--- config.mk ---
export PLATFORM = sky130hd
export DESIGN_NAME = fetch_stage
export DESIGN_NICKNAME = d
export VERILOG_FILES = /design/src/rtl/fetch_stage.sv
export SDC_FILE = /design/constraint.sdc
export NUM_CORES = 1
export LEC_CHECK = 0
export ABC_AREA = 1
export CAP_MARGIN = 20
export CELL_PAD_IN_SITES_DETAIL_PLACEMENT = 0
export CELL_PAD_IN_SITES_GLOBAL_PLACEMENT = 1
export CORE_MARGIN = 5
export CORE_UTILIZATION = 34
export CTS_BUF_LIST = sky130_fd_sc_hd__clkbuf_8 sky130_fd_sc_hd__clkbuf_16
export DETAILED_ROUTE_END_ITERATION = 6
export PLACE_DENSITY = 0.85
export SYNTH_ARGS = -nofsm -noshare
export SYNTH_HDL_FRONTEND = slang
export SYNTH_SLANG_ARGS = --single-unit
--- constraint.sdc ---
create_clock -name clk -period 2.22 [get_ports clk]
set_input_delay 0.333 -clock clk [delete_from_list [all_inputs] [get_ports clk]]
set_output_delay 0.333 -clock clk [all_outputs]
set_load 0.005 [all_outputs]
--- src/rtl/fetch_stage.sv ---
// fetch_stage: instruction fetch stage plus IF/ID pipeline register.
// Issues one 32-bit instruction read at a time over a req/gnt/rvalid
// handshake. A one-entry hold buffer catches a response that arrives while
// Decode is stalled. Execute redirects squash the in-flight response.
// Optional feature macro: FETCH_PERF_CNT_EN adds the InstrCount_F and
// StallCount_F performance counters.
module fetch_stage #(
  parameter int               XLEN      = 64,
  parameter logic [XLEN-1:0]  RESET_PC  = {XLEN{1'b0}},
  parameter logic [31:0]      NOP_INSTR = 32'h0000_0013
) (
  input  logic             clk,
  input  logic             rst,
  input  logic             Stall_F,
  input  logic             Stall_D,
  input  logic             Flush_D,
  input  logic             PCSrc_E,
  input  logic [XLEN-1:0]  PCTarget_E,
  output logic             imem_req,
  output logic [XLEN-1:0]  imem_addr,
  input  logic             imem_gnt,
  input  logic             imem_rvalid,
  input  logic [31:0]      imem_rdata,
  output logic [31:0]      Instr_D,
  output logic [XLEN-1:0]  PC_D,
  output logic [XLEN-1:0]  PCPlus4_D,
  output logic             Valid_D
`ifdef FETCH_PERF_CNT_EN
  ,
  output logic [63:0]      InstrCount_F,
  output logic [63:0]      StallCount_F
`endif
);

  localparam logic [XLEN-1:0] PC_STEP = {{(XLEN-3){1'b0}}, 3'b100};

  typedef enum logic [1:0] {
    S_REQ   = 2'd0,
    S_WAIT  = 2'd1,
    S_DRAIN = 2'd2
  } fetch_state_e;

  fetch_state_e    state_r;
  fetch_state_e    state_nxt_s;
  logic [XLEN-1:0] pc_f_r;
  logic [XLEN-1:0] pc_out_r;
  logic            buf_valid_r;
  logic [31:0]     buf_instr_r;
  logic [XLEN-1:0] buf_pc_r;
  logic            valid_d_r;
  logic [31:0]     instr_d_r;
  logic [XLEN-1:0] pc_d_r;
  logic [XLEN-1:0] pcplus4_d_r;

  logic            rsp_take_s;
  logic            rsp_to_ifid_s;
  logic            rsp_to_buf_s;
  logic            drain_buf_s;
  logic            req_s;
  logic            gnt_s;
  logic            load_s;
  logic [31:0]     load_instr_s;
  logic [XLEN-1:0] load_pc_s;
  logic [XLEN-1:0] target_s;
  logic            unused_tgt_s;

  // Redirect target is word aligned; the low two bits carry no information.
  assign target_s     = {PCTarget_E[XLEN-1:2], 2'b00};
  assign unused_tgt_s = ^PCTarget_E[1:0];

  // Classify the current response and decide whether a new request goes out.
  always_comb begin
    rsp_take_s    = imem_rvalid && (state_r == S_WAIT) && !PCSrc_E;
    rsp_to_ifid_s = rsp_take_s && !Stall_D;
    rsp_to_buf_s  = rsp_take_s && Stall_D;
    drain_buf_s   = buf_valid_r && !Stall_D && !PCSrc_E;
    if (rst) begin
      req_s = 1'b0;
    end else begin
      req_s = ((state_r == S_REQ) || ((state_r == S_WAIT) && rsp_to_ifid_s))
              && !Stall_F && !buf_valid_r && !PCSrc_E;
    end
    gnt_s = req_s && imem_gnt;
  end

  assign imem_req  = req_s;
  assign imem_addr = pc_f_r;

  // Select what IF/ID loads this cycle: the hold buffer is older, so it wins.
  always_comb begin
    load_s       = 1'b0;
    load_instr_s = NOP_INSTR;
    load_pc_s    = pc_out_r;
    if (drain_buf_s) begin
      load_s       = 1'b1;
      load_instr_s = buf_instr_r;
      load_pc_s    = buf_pc_r;
    end else if (rsp_to_ifid_s) begin
      load_s       = 1'b1;
      load_instr_s = imem_rdata;
      load_pc_s    = pc_out_r;
    end else begin
      load_s       = 1'b0;
    end
  end

  // Next-state logic for the request/response tracker.
  always_comb begin
    state_nxt_s = state_r;
    case (state_r)
      S_REQ: begin
        if (PCSrc_E) begin
          state_nxt_s = S_REQ;
        end else if (gnt_s) begin
          state_nxt_s = S_WAIT;
        end else begin
          state_nxt_s = S_REQ;
        end
      end
      S_WAIT: begin
        if (PCSrc_E) begin
          state_nxt_s = imem_rvalid ? S_REQ : S_DRAIN;
        end else if (imem_rvalid) begin
          state_nxt_s = gnt_s ? S_WAIT : S_REQ;
        end else begin
          state_nxt_s = S_WAIT;
        end
      end
      S_DRAIN: begin
        if (imem_rvalid) begin
          state_nxt_s = S_REQ;
        end else begin
          state_nxt_s = S_DRAIN;
        end
      end
      default: state_nxt_s = S_REQ;
    endcase
  end

  // State register, fetch PC and the PC of the outstanding request.
  always_ff @(posedge clk) begin
    if (rst) begin
      state_r  <= S_REQ;
      pc_f_r   <= RESET_PC;
      pc_out_r <= RESET_PC;
    end else begin
      state_r <= state_nxt_s;
      if (PCSrc_E) begin
        pc_f_r <= target_s;
      end else if (gnt_s) begin
        pc_f_r <= pc_f_r + PC_STEP;
      end else begin
        pc_f_r <= pc_f_r;
      end
      if (gnt_s) begin
        pc_out_r <= pc_f_r;
      end else begin
        pc_out_r <= pc_out_r;
      end
    end
  end

  // Hold buffer: catches a response while Decode is stalled, empties on release.
  always_ff @(posedge clk) begin
    if (rst) begin
      buf_valid_r <= 1'b0;
      buf_instr_r <= NOP_INSTR;
      buf_pc_r    <= {XLEN{1'b0}};
    end else if (PCSrc_E) begin
      buf_valid_r <= 1'b0;
    end else if (rsp_to_buf_s) begin
      buf_valid_r <= 1'b1;
      buf_instr_r <= imem_rdata;
      buf_pc_r    <= pc_out_r;
    end else if (drain_buf_s) begin
      buf_valid_r <= 1'b0;
    end else begin
      buf_valid_r <= buf_valid_r;
    end
  end

  // IF/ID register: flush beats stall, stall beats load, otherwise a bubble.
  always_ff @(posedge clk) begin
    if (rst) begin
      valid_d_r   <= 1'b0;
      instr_d_r   <= NOP_INSTR;
      pc_d_r      <= {XLEN{1'b0}};
      pcplus4_d_r <= {XLEN{1'b0}};
    end else if (Flush_D) begin
      valid_d_r <= 1'b0;
      instr_d_r <= NOP_INSTR;
    end else if (Stall_D) begin
      valid_d_r <= valid_d_r;
    end else if (load_s) begin
      valid_d_r   <= 1'b1;
      instr_d_r   <= load_instr_s;
      pc_d_r      <= load_pc_s;
      pcplus4_d_r <= load_pc_s + PC_STEP;
    end else begin
      valid_d_r <= 1'b0;
      instr_d_r <= NOP_INSTR;
    end
  end

  assign Valid_D   = valid_d_r;
  assign Instr_D   = instr_d_r;
  assign PC_D      = pc_d_r;
  assign PCPlus4_D = pcplus4_d_r;

`ifdef FETCH_PERF_CNT_EN
  logic [63:0] instr_cnt_r;
  logic [63:0] stall_cnt_r;

  // Count valid IF/ID loads and cycles with any fetch/decode stall.
  always_ff @(posedge clk) begin
    if (rst) begin
      instr_cnt_r <= 64'd0;
      stall_cnt_r <= 64'd0;
    end else begin
      if (load_s && !Flush_D) begin
        instr_cnt_r <= instr_cnt_r + 64'd1;
      end else begin
        instr_cnt_r <= instr_cnt_r;
      end
      if (Stall_F || Stall_D) begin
        stall_cnt_r <= stall_cnt_r + 64'd1;
      end else begin
        stall_cnt_r <= stall_cnt_r;
      end
    end
  end

  assign InstrCount_F = instr_cnt_r;
  assign StallCount_F = stall_cnt_r;
`endif

endmodule
# Word-level counts from Yosys, hierarchy flattened
# Index checks and enable logic that the tools add are counted.
# W data, S select, Z words.
[totals] reg_bits=388 out_inout_bits=226 elab_cells=59
[classes] addsub=2 eq_ne=2 mux=18 bitwise=3 reduce_logical=23
[op_table] cell="$mux W64" n=3
[op_table] cell="$add A64 B3 Y64 const B" n=2
[op_table] cell="$mux W32" n=3
[op_table] cell="$logic_and A1 B1 Y1" n=11
[op_table] cell="$mux W1" n=8
[op_table] cell="$mux W2" n=3
[op_table] cell="$pmux W2 S3" n=1
[op_table] cell="$logic_not A1 Y1" n=4
[op_table] cell="$reduce_bool A2 Y1" n=2
[op_table] cell="$reduce_or A2 Y1" n=2
[op_table] cell="$not A1 Y1" n=3
[op_table] cell="$reduce_and A3 Y1" n=1
[op_table] cell="$eq A2 B1 Y1 const B" n=1
[op_table] cell="$eq A2 B2 Y1 const B" n=1
[op_table] cell="$logic_not A2 Y1" n=1
[op_table] cell="$reduce_and A2 Y1" n=1
[op_table] cell="$logic_or A1 B1 Y1" n=1

# Depth between registers and ports, before layout
[logic_depth] ltp_word=15 depth_mapped=19

# Least setup slack after synthesis
# Ideal clock, no wire load.
[synth_timing] kind="in2reg" from="input port Stall_D" to="register pcplus4_d_r[42] (netlist: PCPlus4_D[42])" setup_time_ps=128 t_arrival_ps=2036 path_slack_ps=56 cell_stages=15 path_cell_list="buf_4 > inv_2 > nand3_4 > buf_6 > o21ai_2 > ha_1 > nand3_2 > nor2_2 > nand2_2 > nor2_2 > nand3_1 > nand2_1 > nand2_1 > nor2_1 > nor2_1"
[synth_between] elab_chain_cells=5 word_cells_on_any_way=10
[synth_lines] element="from (decl)" line_no="15" text="input logic Stall_D,"
[synth_lines] element="$logic_not A1 Y1" line_no="76" text="drain_buf_s = buf_valid_r && !Stall_D && !PCSrc_E;"
[synth_lines] element="$logic_and A1 B1 Y1 (2 in series)" line_no="76"
[synth_lines] element="$mux W64" line_no="94" text="if (drain_buf_s) begin"
[synth_lines] element="via load_pc_s[3]" line_no="63" text="logic [XLEN-1:0] load_pc_s;"
[synth_lines] element="$add A64 B3 Y64" line_no="198" text="pcplus4_d_r <= load_pc_s + PC_STEP;"
[synth_lines] element="to (signal assigned)" line_no="188" text="pcplus4_d_r <= {XLEN{1'b0}};"
[synth_lines] element="to (signal assigned)" line_no="198"
[synth_lines] element="to (decl)" line_no="53" text="logic [XLEN-1:0] pcplus4_d_r;"
# The timed path passes the listed nets, and every way through them passes these cells.
# A chain may end at the register's enable or synchronous reset.

# Worst setup path in the final report
[layout_timing] from="register buf_valid_r" to="register pcplus4_d_r[55] (netlist: PCPlus4_D[55])"
[layout_between] elab_chain_cells=4 word_cells_on_any_way=6
[layout_lines] element="from (decl)" line_no="47" text="logic buf_valid_r;"
[layout_lines] element="from (signal assigned)" line_no="178" text="buf_valid_r <= buf_valid_r;"
[layout_lines] element="$logic_and A1 B1 Y1 (*) (2 in series)" line_no="76"
[layout_lines] element="$mux W64 or $mux W1 (tied branches)" line_no="94"
[layout_lines] element="$add A64 B3 Y64 or $reduce_and A3 Y1 (tied branches)"
# Mark *: on every way between the ends. The rest lies on a longest branch, timed or not.

==> results.sh <==
export IMPL_dp_hpwl_um=55940
export IMPL_cts_max_path_buffers=3
export IMPL_yosysSeqAreaShare_pct=40.22
export IMPL_place_ws_ps=-681.0
export IMPL_finClkSkew_ps=17.67
export IMPL_path_class="register to register"
export IMPL_fp_dieW_um=245.3
export IMPL_start_util_pct=34.22
export IMPL_grt_pass1_wl_um=111700
export IMPL_numPlacedInstances=4147
export IMPL_grt_usage_pct=23.30
export IMPL_period_minus_slack_ps=2373
export IMPL_synth_cells=2828
export IMPL_drtAntennaViolNets=0
export IMPL_relSlewSlack_pct=41.93
export IMPL_hold_viol=0
export IMPL_area_delta_synth_final_pct=59.25
export IMPL_finalNonFillerCells=4305
export IMPL_gr_total_overflow=0
export IMPL_clk_latency_ps=580
export IMPL_clk_pin_slew_ps=60
export IMPL_multi_input_area_sq_um=11340
export IMPL_setup_viol_count_final=28
export IMPL_io_pins=330
export IMPL_yosys_warnings=0
export IMPL_via_count=21180
export IMPL_cpMaxStageDelayCell="dfxtp_4"
export IMPL_r2r_setup_slack_ps=-150
export IMPL_fin_ws_ps=-152.7
export IMPL_drv_cap=0
export IMPL_crit_path_max_incr_delay_ps=380
export IMPL_vdd_ir_drop_max_v=0.0005177
export IMPL_endpoint_kind="register"
export IMPL_drt_vias_per_instance=4.921
export IMPL_p_leak_nw=12.23
export IMPL_wl_um=77660
export IMPL_cts_sinks=378
export IMPL_path_common_cell="nand2_4"
export IMPL_numCtsBuffers=44
export IMPL_whs_ps=186.7
export IMPL_nFillCells=5177
export IMPL_hp_class="input pin to register"
export IMPL_drc=0
export IMPL_required_ps=2690
export IMPL_grt_pass1_vias=19400
export IMPL_gp_congestion=0.9627
export IMPL_fmax_ghz=0.4215
export IMPL_wl_per_cell_um=18.04
export IMPL_synthArstFlopShare_pct=0
export IMPL_violations="negative setup slack"
export IMPL_diodes=0
export IMPL_syn_area_sq_um=18820
export IMPL_syn_avg_cell_area_sq_um=6.654
export IMPL_critPathLaunchType="register"
export IMPL_ys_types=47
export IMPL_dieArea_sq_um=60150
export IMPL_slew_viol_final=0
export IMPL_drive_gt1_share_pct=27.27
export IMPL_status="complete, but fails checks"
export IMPL_fin_crit_sh_pct=106.9
export IMPL_core_area_sq_um=54990
export IMPL_p_total_w=0.01602
export IMPL_synth_seq_cells=378
export IMPL_worst_pin_slew_ps=871.0
export IMPL_drt_iter0_markers=1534
export IMPL_power_density_nw_per_um2=534.7
export IMPL_cp_arrival_ps=2840
export IMPL_synth_main_ff_cell="dfxtp_1"
export IMPL_antenna_found_initial=1
export IMPL_cp_max_fo=4
export IMPL_synth_edf_count=0
export IMPL_die_h_um=245.3
export IMPL_io_buffers=321
export IMPL_nNetsFinal=3631
export IMPL_root_buffer="clkbuf_16"
export IMPL_rsz0062_at_grt="yes"
export IMPL_h_tree_depth=2
export IMPL_cts_tree="done"
export IMPL_crit_chain="nand2_4, nor2_4, buf_12, buf_4, nand2_4, nand2_4, nand2_2, inv_2, nand2_1, nor2_2, nand3_2, nor2_2, buf_6, nand3_2, o21ai_1, nor2_1"
export IMPL_firstDrtPassIters=6
export IMPL_grt_start_max_net_pins=65
export IMPL_seq_area_sq_um=7580
export IMPL_rows=86
[registers in the layout, indices dropped and copies added, names as in the netlist]
register,flops
state_r,2
buf_instr_r,32
buf_pc_r,62
buf_valid_r,1
imem_addr,62
PC_D,62
Valid_D,1
pc_out_r,62
Instr_D,32
PCPlus4_D,62
[cells in the final DEF (no fill, tap or decap), types with 9 or more instances in the layout]
| cell type | netlist | final |
|---|---|---|
| nand2_1 | 696 | 567 |
| buf_4 | 10 | 398 |
| dfxtp_1 | 378 | 370 |
| clkdlybuf4s50_1 | 0 | 317 |
| nor2_1 | 404 | 294 |
| inv_1 | 253 | 248 |
| o21ai_0 | 220 | 205 |
| a21oi_1 | 165 | 161 |
| nand3_1 | 167 | 146 |
| nor2_4 | 8 | 96 |
| nand2_2 | 10 | 83 |
| a31oi_1 | 65 | 65 |
| nor2_2 | 38 | 60 |
| nand2_4 | 4 | 58 |
| clkbuf_16 | 0 | 54 |
| xor2_1 | 45 | 45 |
| nor3_1 | 50 | 42 |
| buf_6 | 11 | 40 |
| buf_12 | 0 | 31 |
| nand4_1 | 28 | 28 |
| o21ai_2 | 8 | 19 |
| nand3_2 | 3 | 17 |
| inv_2 | 11 | 14 |
| o21ai_1 | 23 | 14 |
| o21ai_4 | 0 | 13 |
| a211oi_1 | 13 | 13 |
| nand3b_1 | 13 | 13 |
| xnor2_1 | 11 | 11 |
| o211ai_1 | 10 | 10 |
| inv_4 | 1 | 9 |
| a221oi_1 | 9 | 9 |
[critical path, delay by kind of cell (launching register included)]
family | cells | cell delay [ps]
flip-flops | 1 | 380
buffers and inverters | 4 | 500
AND/OR/NAND/NOR | 11 | 1210
AO/OA/AOI/OAI | 1 | 150
[synthesized netlist by cell type (2+ instances only)]
master       n  area share (%)
a221oi_1     9            0.42
nor2_2      38             1.3
xor2_1      45             2.1
buf_6       11            0.66
nand2_2     10            0.33
nor2_1     404             8.1
nand4_1     28            0.93
nand3_1    167             4.4
buf_2       21            0.56
a21oi_1    165             4.4
o221ai_1     3            0.14
nand2_4      4            0.24
buf_1        9            0.18
ha_1         2            0.13
nor2_4       8            0.48
a22oi_1      2           0.080
o21bai_1     2           0.080
nor3b_1      3            0.12
inv_2       11            0.22
o21ai_0    220             5.9
xnor2_1     11            0.51
clkbuf_1   107             2.1
a2111oi_0    2           0.093
nor3_1      50             1.3
or2_2        3            0.10
nand3b_1    13            0.52
nor4_1       7            0.23
o21ai_2      8            0.37
and2_1       2           0.066
nand2_1    696              14
a211oi_1    13            0.52
o211a_1      3            0.16
inv_1      253             5.0
o211ai_1    10            0.40
nand3_2      3            0.16
o21ai_1     23            0.61
a31oi_1     65             2.2
dfxtp_1    378              40
buf_4       10            0.40
a22o_1       2           0.093
[area by class of cell]
cell class | instances | area share [%]
Tap cell | 748 | 3.123
Sequential cell | 378 | 25.29
Timing Repair Buffer | 804 | 25.30
Inverter | 266 | 3.428
Multi-Input combinational cell | 2031 | 37.84
Clock buffer | 53 | 4.125
Clock inverter | 25 | 0.8935
[logic make-up after synthesis]
logic type / after synthesis / share of synthesized area [%]
compound gates: 529 / 15.44
xor+xnor: 56 / 2.607
fa+ha+maj: 2 / 0.1330
buf+inv: 424 / 9.249
flops: 378 / 40.22
other cells: 1 / 0.01993
simple gates: 1438 / 32.34
[through the flow]
step / utilization (%) / cell area, sq um / setup TNS (ps)
after floorplan: - / 18840 / 0
after global placement: 46.59 / 25620 / -99500
after detailed placement: 46.59 / 25620 / -105840
after CTS: 49.91 / 27440 / -102.9
after global routing: 54.50 / 29970 / -6780
final: 54.50 / 29970 / -1409
[routing by layer]
layer,up-vias,wire [um],track usage [%]
met5,-,13,0
met4,2,2612,8.251
met3,122,4550,3.212
met2,710,35730,36.40
met1,9777,34750,33.02
li1,10570,-,-
[power breakdown]
group | switching (W) | leakage [nW] | internal [W] | total (W)
registers | 0.000121 | 3.06 | 0.00690 | 0.00702
logic | 0.000774 | 8.40 | 0.000666 | 0.00144
clock network | 0.00302 | 0.762 | 0.00454 | 0.00756
[path summary, 6_finish.rpt]
path	end	startpoint	cells past startpoint
worst max-delay path	PCPlus4_D[55]$_SDFFE_PP0P_	buf_valid_r$_SDFFE_PP0P_	16
worst min-delay path	buf_valid_r$_SDFFE_PP0P_	PCSrc_E	3
worst max register to register	PCPlus4_D[55]$_SDFFE_PP0P_	buf_valid_r$_SDFFE_PP0P_	16
worst min register to register	PC_D[20]$_SDFFE_PP0P_	PC_D[20]$_SDFFE_PP0P_	2
[repair_timing]
action                     4_1_cts  5_1_grt
pin swaps                        8      112
resized for setup               65      508
setup buffers                    8       63
gates cloned                     1       10
setup endpoints to repair       80      119
hold buffers                     0        0
hold endpoints to repair         0        0
Power figures use the tool's default switching activity.
